`src/rtl/id_redirect_unit_pkg.sv`:
```
// id_redirect_unit_pkg: shared decode constants, FSM encoding and target helpers
// for the ID-stage branch/jump redirect unit.
package id_redirect_unit_pkg;

  // Primary opcodes of the control-transfer instructions resolved in ID
  localparam logic [5:0] OP_SPECIAL = 6'd0;
  localparam logic [5:0] OP_REGIMM  = 6'd1;
  localparam logic [5:0] OP_J       = 6'd2;
  localparam logic [5:0] OP_JAL     = 6'd3;
  localparam logic [5:0] OP_BEQ     = 6'd4;
  localparam logic [5:0] OP_BNE     = 6'd5;
  localparam logic [5:0] OP_BLEZ    = 6'd6;
  localparam logic [5:0] OP_BGTZ    = 6'd7;

  // SPECIAL funct for jr, and REGIMM rt selectors for bltz/bgez
  localparam logic [5:0] FN_JR   = 6'd8;
  localparam logic [4:0] RT_BLTZ = 5'd0;
  localparam logic [4:0] RT_BGEZ = 5'd1;

  typedef enum logic [1:0] {
    IDLE  = 2'd0,
    HOLD  = 2'd1,
    FLUSH = 2'd2
  } state_e;

  // PC-relative branch target; wraps at 32 bits
  function automatic logic [31:0] branch_target(input logic [31:0] pc_plus4,
                                                input logic [15:0] imm);
    return pc_plus4 + {{14{imm[15]}}, imm, 2'b00};
  endfunction

  // Pseudo-absolute jump target within the current 256 MB region
  function automatic logic [31:0] jump_target(input logic [31:0] pc_plus4,
                                              input logic [25:0] target);
    return {pc_plus4[31:28], target, 2'b00};
  endfunction

endpackage

```
`src/rtl/id_redirect_unit_branch_compare.sv`:
```
// branch_compare: combinational branch condition evaluator for the ID stage.
module branch_compare
  import id_redirect_unit_pkg::*;
(
  input  logic [5:0]  opcode,
  input  logic [4:0]  rt,
  input  logic [31:0] rs_data,
  input  logic [31:0] rt_data,
  output logic        taken
);

  logic rs_neg_s;
  logic rs_zero_s;

  assign rs_neg_s  = rs_data[31];
  assign rs_zero_s = (rs_data == 32'd0);

  // Evaluate the condition of the branch selected by opcode (and rt for REGIMM)
  always_comb begin
    taken = 1'b0;
    case (opcode)
      OP_BEQ:  taken = (rs_data == rt_data);
      OP_BNE:  taken = (rs_data != rt_data);
      OP_BLEZ: taken = rs_neg_s | rs_zero_s;
      OP_BGTZ: taken = ~rs_neg_s & ~rs_zero_s;
      OP_REGIMM: begin
        if (rt == RT_BLTZ) begin
          taken = rs_neg_s;
        end else if (rt == RT_BGEZ) begin
          taken = ~rs_neg_s;
        end else begin
          taken = 1'b0;
        end
      end
      default: taken = 1'b0;
    endcase
  end

endmodule

```
`src/rtl/id_redirect_unit.sv`:
```
// id_redirect_unit: decodes the IF/ID instruction, resolves branches/jumps in ID,
// drives the IF PC-select controls, stalls on operand hazards and flushes IF/ID
// after a taken redirect.
// Optional build macro ID_REDIRECT_STATS_EN adds taken-redirect and stall-cycle
// counters on oTakenCount / oStallCount.
module id_redirect_unit
  import id_redirect_unit_pkg::*;
#(
  parameter int unsigned STALL_MAX = 3
) (
  input  logic        Clk,
  input  logic        Reset,
  input  logic [31:0] iInstruction,
  input  logic [31:0] iPCPlus4,
  input  logic [31:0] iRsData,
  input  logic [31:0] iRtData,
  input  logic        iEXRegWrite,
  input  logic        iEXMemRead,
  input  logic [4:0]  iEXWriteReg,
  input  logic        iMEMMemRead,
  input  logic [4:0]  iMEMWriteReg,
  output logic        cPCSrc,
  output logic [31:0] PCSumImm,
  output logic        cPCMux,
  output logic [31:0] ReadReg1,
  output logic        oStall,
  output logic        oFlushIFID,
  output logic        oHazardErr
`ifdef ID_REDIRECT_STATS_EN
  ,
  output logic [31:0] oTakenCount,
  output logic [31:0] oStallCount
`endif
);

  // True when register r is about to be written by an instruction still in flight
  function automatic logic pending_write(input logic [4:0] r,
                                         input logic       ex_reg_write,
                                         input logic [4:0] ex_write_reg,
                                         input logic       mem_mem_read,
                                         input logic [4:0] mem_write_reg);
    return (r != 5'd0) &&
           ((ex_reg_write && (ex_write_reg == r)) ||
            (mem_mem_read && (mem_write_reg == r)));
  endfunction

  logic [5:0]  opcode_s;
  logic [4:0]  rs_s;
  logic [4:0]  rt_s;
  logic [5:0]  funct_s;
  logic        is_beq_bne_s;
  logic        is_branch_s;
  logic        is_jump_s;
  logic        is_jr_s;
  logic        cmp_taken_s;
  logic        ctrl_taken_s;
  logic        hazard_s;
  logic [31:0] target_s;

  state_e      state_r;
  state_e      state_next_s;
  logic [1:0]  cnt_r;
  logic [1:0]  cnt_next_s;
  logic        reach_s;
  logic        err_r;
  logic        src_s;
  logic        mux_s;
  logic        stall_s;
  logic        flush_s;

  // An EX load always asserts iEXRegWrite as well, so the load flag adds nothing
  logic        unused_s;
  assign unused_s = iEXMemRead;

  assign opcode_s = iInstruction[31:26];
  assign rs_s     = iInstruction[25:21];
  assign rt_s     = iInstruction[20:16];
  assign funct_s  = iInstruction[5:0];

  assign is_beq_bne_s = (opcode_s == OP_BEQ) || (opcode_s == OP_BNE);
  assign is_branch_s  = is_beq_bne_s ||
                        (opcode_s == OP_BLEZ) || (opcode_s == OP_BGTZ) ||
                        ((opcode_s == OP_REGIMM) &&
                         ((rt_s == RT_BLTZ) || (rt_s == RT_BGEZ)));
  assign is_jump_s    = (opcode_s == OP_J) || (opcode_s == OP_JAL);
  assign is_jr_s      = (opcode_s == OP_SPECIAL) && (funct_s == FN_JR);

  branch_compare u_branch_compare (
    .opcode  (opcode_s),
    .rt      (rt_s),
    .rs_data (iRsData),
    .rt_data (iRtData),
    .taken   (cmp_taken_s)
  );

  assign ctrl_taken_s = is_jump_s || is_jr_s || (is_branch_s && cmp_taken_s);

  // Jumps never read registers; only branches and jr can be held up
  assign hazard_s = (is_branch_s || is_jr_s) &&
                    (pending_write(rs_s, iEXRegWrite, iEXWriteReg,
                                   iMEMMemRead, iMEMWriteReg) ||
                     (is_beq_bne_s &&
                      pending_write(rt_s, iEXRegWrite, iEXWriteReg,
                                    iMEMMemRead, iMEMWriteReg)));

  assign target_s = is_jump_s ? jump_target(iPCPlus4, iInstruction[25:0])
                              : branch_target(iPCPlus4, iInstruction[15:0]);

  // FSM state register
  always_ff @(posedge Clk or negedge Reset) begin
    if (!Reset) begin
      state_r <= IDLE;
    end else begin
      state_r <= state_next_s;
    end
  end

  // Next-state and control outputs; HOLD resolves exactly like IDLE once clear
  always_comb begin
    state_next_s = state_r;
    src_s        = 1'b0;
    mux_s        = 1'b0;
    stall_s      = 1'b0;
    flush_s      = 1'b0;
    case (state_r)
      IDLE, HOLD: begin
        if (hazard_s) begin
          stall_s      = 1'b1;
          state_next_s = HOLD;
        end else if (ctrl_taken_s) begin
          if (is_jr_s) begin
            mux_s = 1'b1;
          end else begin
            src_s = 1'b1;
          end
          flush_s      = 1'b1;
          state_next_s = FLUSH;
        end else begin
          state_next_s = IDLE;
        end
      end
      FLUSH:   state_next_s = IDLE;
      default: state_next_s = IDLE;
    endcase
  end

  assign cnt_next_s = (cnt_r == 2'd3) ? 2'd3 : (cnt_r + 2'd1);
  assign reach_s    = (32'(cnt_next_s) >= STALL_MAX);

  // Saturating stall counter and sticky error; both clear on every IDLE entry
  always_ff @(posedge Clk or negedge Reset) begin
    if (!Reset) begin
      cnt_r <= 2'd0;
      err_r <= 1'b0;
    end else if (state_next_s == IDLE) begin
      cnt_r <= 2'd0;
      err_r <= 1'b0;
    end else if (stall_s) begin
      cnt_r <= cnt_next_s;
      err_r <= err_r | reach_s;
    end else begin
      cnt_r <= cnt_r;
      err_r <= err_r;
    end
  end

  // Outputs are held at zero while reset is low and during the FLUSH bubble
  assign cPCSrc     = Reset & src_s;
  assign cPCMux     = Reset & mux_s;
  assign oStall     = Reset & stall_s;
  assign oFlushIFID = Reset & flush_s;
  assign oHazardErr = err_r;
  assign PCSumImm   = (Reset && (state_r != FLUSH)) ? target_s : 32'd0;
  assign ReadReg1   = (Reset && (state_r != FLUSH)) ? iRsData  : 32'd0;

`ifdef ID_REDIRECT_STATS_EN
  logic [31:0] taken_cnt_r;
  logic [31:0] stall_cnt_r;

  // Wrapping event counters for taken redirects and stall cycles
  always_ff @(posedge Clk or negedge Reset) begin
    if (!Reset) begin
      taken_cnt_r <= 32'd0;
      stall_cnt_r <= 32'd0;
    end else begin
      taken_cnt_r <= taken_cnt_r + {31'd0, flush_s};
      stall_cnt_r <= stall_cnt_r + {31'd0, stall_s};
    end
  end

  assign oTakenCount = taken_cnt_r;
  assign oStallCount = stall_cnt_r;
`endif

endmodule
```
`config.mk`:
```
export PLATFORM = sky130hd
export DESIGN_NAME = id_redirect_unit
export DESIGN_NICKNAME = d
export VERILOG_FILES = /design/src/rtl/id_redirect_unit_pkg.sv /design/src/rtl/id_redirect_unit_branch_compare.sv /design/src/rtl/id_redirect_unit.sv
export SDC_FILE = /design/constraint.sdc
export NUM_CORES = 1
export LEC_CHECK = 0
export ABC_AREA = 1
export CORE_ASPECT_RATIO = 1.2
export CORE_MARGIN = 2
export CORE_UTILIZATION = 37
export DETAILED_ROUTE_END_ITERATION = 6
export GPL_TIMING_DRIVEN = 0
export HOLD_SLACK_MARGIN = 0.06
export PLACE_DENSITY_LB_ADDON = 0.3
export SLEW_MARGIN = 30
export SYNTH_ARGS = -nofsm -noshare
export SYNTH_HDL_FRONTEND = slang
export SYNTH_SLANG_ARGS = --single-unit
```
`constraint.sdc`:
```
create_clock -name Clk -period 1.7 [get_ports Clk]
set_input_delay 0.17 -clock Clk [delete_from_list [all_inputs] [get_ports Clk]]
set_output_delay 0.17 -clock Clk [all_outputs]
set_load 0.02 [all_outputs]
```
; After elaboration in Yosys (flattened, before gate mapping)
; Cells that the tools add are included.
[classes]
add_sub_neg = 2
multipliers = 0
div_mod_pow = 0
magnitude_cmp = 1
n_eq_ne = 18
shift = 0
muxes = 27
bitwise = 9
reduce_logical = 33
[op_table]
columns = cell, count
row1 = $mux W32, 3
row2 = $add A32 B32 Y32, 1
row3 = $eq A32 B32 Y1, 1
row4 = $logic_not A32 Y1, 1
row5 = $ne A32 B32 Y1, 1
row6 = $eq A6 B3 Y1 const B, 4
row7 = $eq A5 B5 Y1, 4
row8 = $mux W1, 17
row9 = $eq A6 B2 Y1 const B, 2
row10 = $logic_and A1 B1 Y1, 12
row11 = $logic_or A1 B1 Y1, 12
row12 = $mux W2, 6
row13 = $reduce_bool A5 Y1, 2
row14 = $eq A6 B1 Y1 const B, 1
row15 = $eq A6 B4 Y1 const B, 1
row16 = $logic_not A6 Y1, 1
row17 = $and A1 B1 Y1, 5
row18 = $eq A5 B1 Y1 const B, 1
row19 = $logic_not A5 Y1, 1
row20 = $pmux W1 S5, 1
row21 = $logic_not A2 Y1, 2
row22 = $add A2 B1 Y2 const B, 1
row23 = $eq A2 B1 Y1 const B, 1
row24 = $eq A2 B2 Y1 const B, 1
row25 = 6 further kinds, 8
[word_totals]
ff_bits = 5
latch_bits = 0
ram_bits = 0
romBits = 0
in_bits = 143
output_inout_bits = 69
wordCells = 93
n_memories = 0

; Logic depth before layout (Yosys ltp)
[depth]
depth_word = 12
ltp_mapped = 16
ltp_nobuf = 16

; Modules after synthesis
; Synthesis repeated with hierarchy kept, for this count alone.
[unflattened]
hier_cells = 852
area_unflattened_um2 = 4167.7
[modules_own_cells]
columns = module, instances, cells_per_inst, area_each_um2, seq_area_each_um2
row1 = id_redirect_unit, 1, 706, 3453.3, 125.1
row2 = branch_compare, 1, 146, 714.4, 0.0

; Worst setup path before layout
; No wires, ideal clock.
[synth_timing]
path_kind = input-to-output
startpoint = input port iInstruction[0]
endpoint = output port PCSumImm[26]
t_arrival_ns = 1.764
required_time_ns = 1.530
slack_ns = -0.234
path_stages = 14
path_buffers = 0
cell_sequence = ha_1 -> inv_1 -> fa_1 -> inv_1 -> nand3_1 -> nand2_1 -> a21boi_2 -> o21ai_0 -> nand3_1 -> nand3_1 -> nand2_1 -> nand3_1 -> nand2_1 -> inv_1
[synth_between]
elab_chain_len = 3
[synth_lines]
columns = element, line_no
row1 = start: declaration, id_redirect_unit.sv:13  ; input logic [31:0] iInstruction,
row2 = $add A32 B32 Y32, id_redirect_unit_pkg.sv:29  ; return pc_plus4 + {{14{imm[15]}}, imm, 2'b00};
row3 = $mux W32, id_redirect_unit.sv:106  ; assign target_s = is_jump_s ? jump_target(iPCPlus4, iInstruction[25:0])
row4 = $mux W32, id_redirect_unit.sv:173  ; assign PCSumImm = (Reset && (state_r != FLUSH)) ? target_s : 32'd0;
row5 = end: declaration, id_redirect_unit.sv:23  ; output logic [31:0] PCSumImm,
; No other way between the ends.

; Final worst setup path
[layout_timing]
startpoint = input port iPCPlus4[24]
endpoint = output port PCSumImm[26]
[layout_between]
elab_chain_len = 3
[layout_lines]
columns = element, line_no
row1 = start: declaration, id_redirect_unit.sv:14  ; input logic [31:0] iPCPlus4,
row2 = $add A32 B32 Y32, id_redirect_unit_pkg.sv:29
row3 = $mux W32, id_redirect_unit.sv:106
row4 = $mux W32, id_redirect_unit.sv:173
; No other way between the ends.

==> metrics.sh <==
SYNTH_AREA_IN_COMPOUND_GATES_PCT=16.7
REG2REG_SLACK_NS=0.60
FIN_WS_NS=-0.629
FINAL_CORE_UTIL_PCT=81.6
CTS_HTREE_LEVELS=1
TIMING_WORST_SETUP_PATH_TYPE='in2out'
FINAL_PERIOD_MINUS_WORST_SETUP_SLACK_NS=2.33
PORT_BUFFERS=210
HOLD-PATH-ENDPOINT='cnt_r[0]$_DFFE_PN0P_'
CELLS_AFTER_SYNTH=772
SYNTH_CELL_TYPE_COUNT=41
SYN_AREA_PER_CELL_UM2=5.08
TIMING.CRITICAL_PATH.MAX_DELAY_FAMILY='simple AND/OR/NAND/NOR gates'
FILLERS=701
CP_MAX_FO=4
ROUTABILITY_DRIVEN_PLACEMENT_CONGESTION_RATIO=0.978
LARGEST_STAGE_DELAY_ON_THE_CRITICAL_PATH_NS=0.31
CTS_TREE='yes'
CLOCK-SKEW-FINAL_NS=0.000385
HP-CLASS='reg2reg'
SYNTHARSTFLOPSHARE_PCT=100
FAILED_CHECKS='setup timing'
SYNTHTOLAYOUTAREAGROWTH_PCT=117
INITIAL_ANTENNA_VIOLATION_COUNT=5
YOSYS_WARNINGS=0
DIE_W_UM=98.0
DESIGN.DIE.AREA_MM2=0.0114
POST_SYNTH_EDFFS=0
SYNTH_ADDER_AREA_SHARE_PCT=9.76
REPORT.FINAL.SETUP_VIOL=34
POST-LAYOUT-TOTAL-POWER_uW=3520
START_UTIL_PCT=37.7
PLACEMENT_ROWS=41
CP.REQUIRED_NS=1.53
CLOCK_TREE.BUFFER_DEPTH=2
WORST_HOLD_PATH.NUM_CELLS=2
AVERAGE_DETAILED_ROUTED_WIRE_LENGTH_PER_INSTANCE_UM=19.7
TIMING_WORST_SLEW_PIN_VALUE_NS=0.519
VIA_COUNT=6888
GRT_PASS1_WL_UM=30800
FINAL_HOLD_VIOL_COUNT=0
LAYOUT.CELLS.MOST_COMMON_LIST='nand2_1, nor2_1, inv_1, buf_4, buf_6'
YOSYS.AREA_SHARE.SIMPLE_PCT=45.3
CRITICAL_PATH.N_BUFFERS_INVERTERS=4
TOTALNEGATIVESETUPSLACK_NS=-10.74
GRT_PASS1_VIAS=6303
WORSTPATHCELLLIST='clkdlybuf4s15_2 -> ha_4 -> nand2_1 -> nor2_1 -> nand2_1 -> inv_1 -> o21ai_1 -> nand4_1 -> nand3_1 -> nand2_1 -> inv_2 -> buf_6'
MAXSLEWVIOLCOUNT=0
POST_SYNTH_MUX_AREA_SHARE_PCT=0
MOST_COMMON_LIBRARY_CELL_IN_THE_LAYOUT_IGNORING_FILL_AND_TAPS='nand2_1'
REG2REG_TO='cnt_r[1]$_DFFE_PN0P_'
SYNTH_TOP_FAMILY_BY_AREA='simple AND/OR/NAND/NOR gates'
ROUTE.FINAL.WIRE_LENGTH_UM=23900
SLOWEST_STAGE='ha_4'
GRT_REMAINING_OVERFLOW=0
PLACEMENT.SETUP.WORST_SLACK_NS=-1.77
GRT_SETUP_UNREPAIRED='yes'
CRITICAL_PATH_DEPTH=12
DETAIL_ROUTE.ITER0.VIOLATIONS=631
GR-USAGE-ALL-LAYERS_PCT=33.1
FIN_NETS=1255
END_KIND='output port'
VDD_IR_DROP_MAX_V=0.000349
PATH_CLK_SLEW_NS=0.03
SEQ_AREA_FRAC_SYNTH_PCT=3.19
REGTOREGSTARTPOINT='state_r[1]$_DFF_PN0_'
CRIT_PATH_FREQUENT_CELL='nand2_1'
RUN_STATUS='complete, but fails checks'
CRITPATHLAUNCHTYPE='input pin'
LATEST_CLOCK_ARRIVAL_WITHIN_THE_WORST_SKEW_PAIR_NS=0.23
IO-PIN-COUNT=212
MAXCAPVIOLCOUNT=0
CLK_ROOT_BUFFER_CELL='clkbuf_16'
WORST_SLEW_MARGIN_REL_PCT=65.2
CRITICAL_PATH_ARRIVAL_NS=2.16
GRT_START_MAX_NET_PINS=17
DRT_PASS1_ITERATIONS=6
FLOORPLAN.CORE_AREA_MM2=0.0104
FINAL_ANTENNA_NET_COUNT=0
DIEHEIGHT_UM=117
FF2FF_PATH_DEPTH=7
NUMCTSBUFFERS=3
AREAL_POWER_DENSITY_OVER_THE_CELLS_mW_PER_MM2=414
VIASPERCELL=5.67
REMAINING_ROUTING_DRC_VIOLATIONS=0
CTS.SINK_COUNT=5
YS_DOMINANT_REG_CELL='dfrtp_1'
DP_HPWL_UM=13200
MAX_CLK_RATE_MHz=429
COUNT_OF_STATE_ELEMENTS_AFTER_SYNTHESIS=5
SYNTH_FP_NETS=945
DRIVE_ABOVE_1_SHARE_PCT=48.4
MIN_PERIOD_OVER_PERIOD_PCT=137
WORST_HOLD_STARTPOINT='cnt_r[0]$_DFFE_PN0P_'
NETLIST_AREA_MM2=0.00392
YOSYS.AREA_SHARE.XOR_XNOR_PCT=9.82
P_LEAK_uW=0.00429
-- cell type report --
type	instances	area, µm²	area share [%]
Antenna cell	4	10.0	0.118
Inverter	140	558	6.57
Timing Repair Buffer	305	2710	31.9
Sequential cell	5	126	1.49
Multi-Input combinational cell	615	4700	55.3
Clock buffer	4	78.8	0.928
Tap cell	129	161	1.90
Buffer	12	158	1.86
-- cells in the mapped netlist, types with 2 or more instances --
cell	n	area, µm²
buf_2	7	35.0
inv_1	137	514
nand2_2	5	31.3
nor2_2	2	12.5
nand2_1	184	691
o21ai_1	5	25.0
nand3_1	38	190
xnor2_1	29	254
clkbuf_1	3	11.3
a211oi_1	2	15.0
o21ai_0	40	200
a21o_1	3	22.5
nor3_1	10	50.1
ha_1	29	363
o22ai_1	7	43.8
xor2_1	15	131
nand3_2	3	30.0
a21oi_2	2	17.5
a21oi_1	51	255
nand3b_1	2	15.0
dfrtp_1	5	125
buf_6	2	22.5
nand4_1	11	68.8
o21a_1	2	15.0
nor2_1	156	586
inv_2	3	11.3
nor4_1	5	31.3
-- repair_timing --
action                                 in CTS  in global routing
gates cloned                                4                  2
setup buffers                              63                 26
pin swaps                                 159                151
gates resized for setup                   840                268
endpoints found under the hold margin       5                  0
setup endpoints to repair                  72                 56
hold buffers                                1                  0
-- power by group --
group	internal (µW)	total (µW)	switching [µW]
clock	311	392	80.6
sequential	121	122	1.04
combinational	1350	3010	1660
-- kinds of logic after synthesis --
logic type | Yosys count
xor+xnor | 44
simple gates | 422
buf+inv | 152
fa+ha+maj | 30
flops | 5
compound gates | 119
-- per-stage QoR --
step | cell area [µm²] | std cells | hold slack [ns]
after floorplan | 4000 | 772 | -0.126
after global placement | 6270 | 1111 | 0.453
after detailed placement | 6270 | 1111 | 0.451
after CTS | 7880 | 1183 | 0.522
after global routing | 8490 | 1211 | 0.604
final | 8490 | 1214 | 0.547
-- metal layers --
layer / share of wire, % / routed length [µm] / global-route usage (%)
met3: 10 / 2470 / 6.00
met1: 32 / 7680 / 33.9
met2: 49 / 11800 / 65.3
met4: 8.1 / 1940 / 15.1
met5: 0.12 / 29 / 0
-- worst min-delay path: cells and delay by family (launching register included) --
| kind | cells | cell delay (ns) |
|---|---|---|
| DFF | 1 | 0.35 |
| and+or+nand+nor | 2 | 0.16 |
-- state kept, by name, summed over array words and instances (netlist names) --
register    cells
cnt_r           2
oHazardErr      1
state_r         2
-- worst max-delay path by stage --
stage | from | end | slack [ns]
3_5_place_dp | iInstruction[15] | PCSumImm[31] | -1.77
2_1_floorplan | iInstruction[0] | PCSumImm[16] | -0.06
4_1_cts | iPCPlus4[2] | PCSumImm[26] | -0.32
5_1_grt | iPCPlus4[23] | PCSumImm[26] | -0.71
3_3_place_gp | iInstruction[15] | PCSumImm[19] | -1.75
6_report | iPCPlus4[24] | PCSumImm[26] | -0.63
Power figures use the tool's default switching activity.
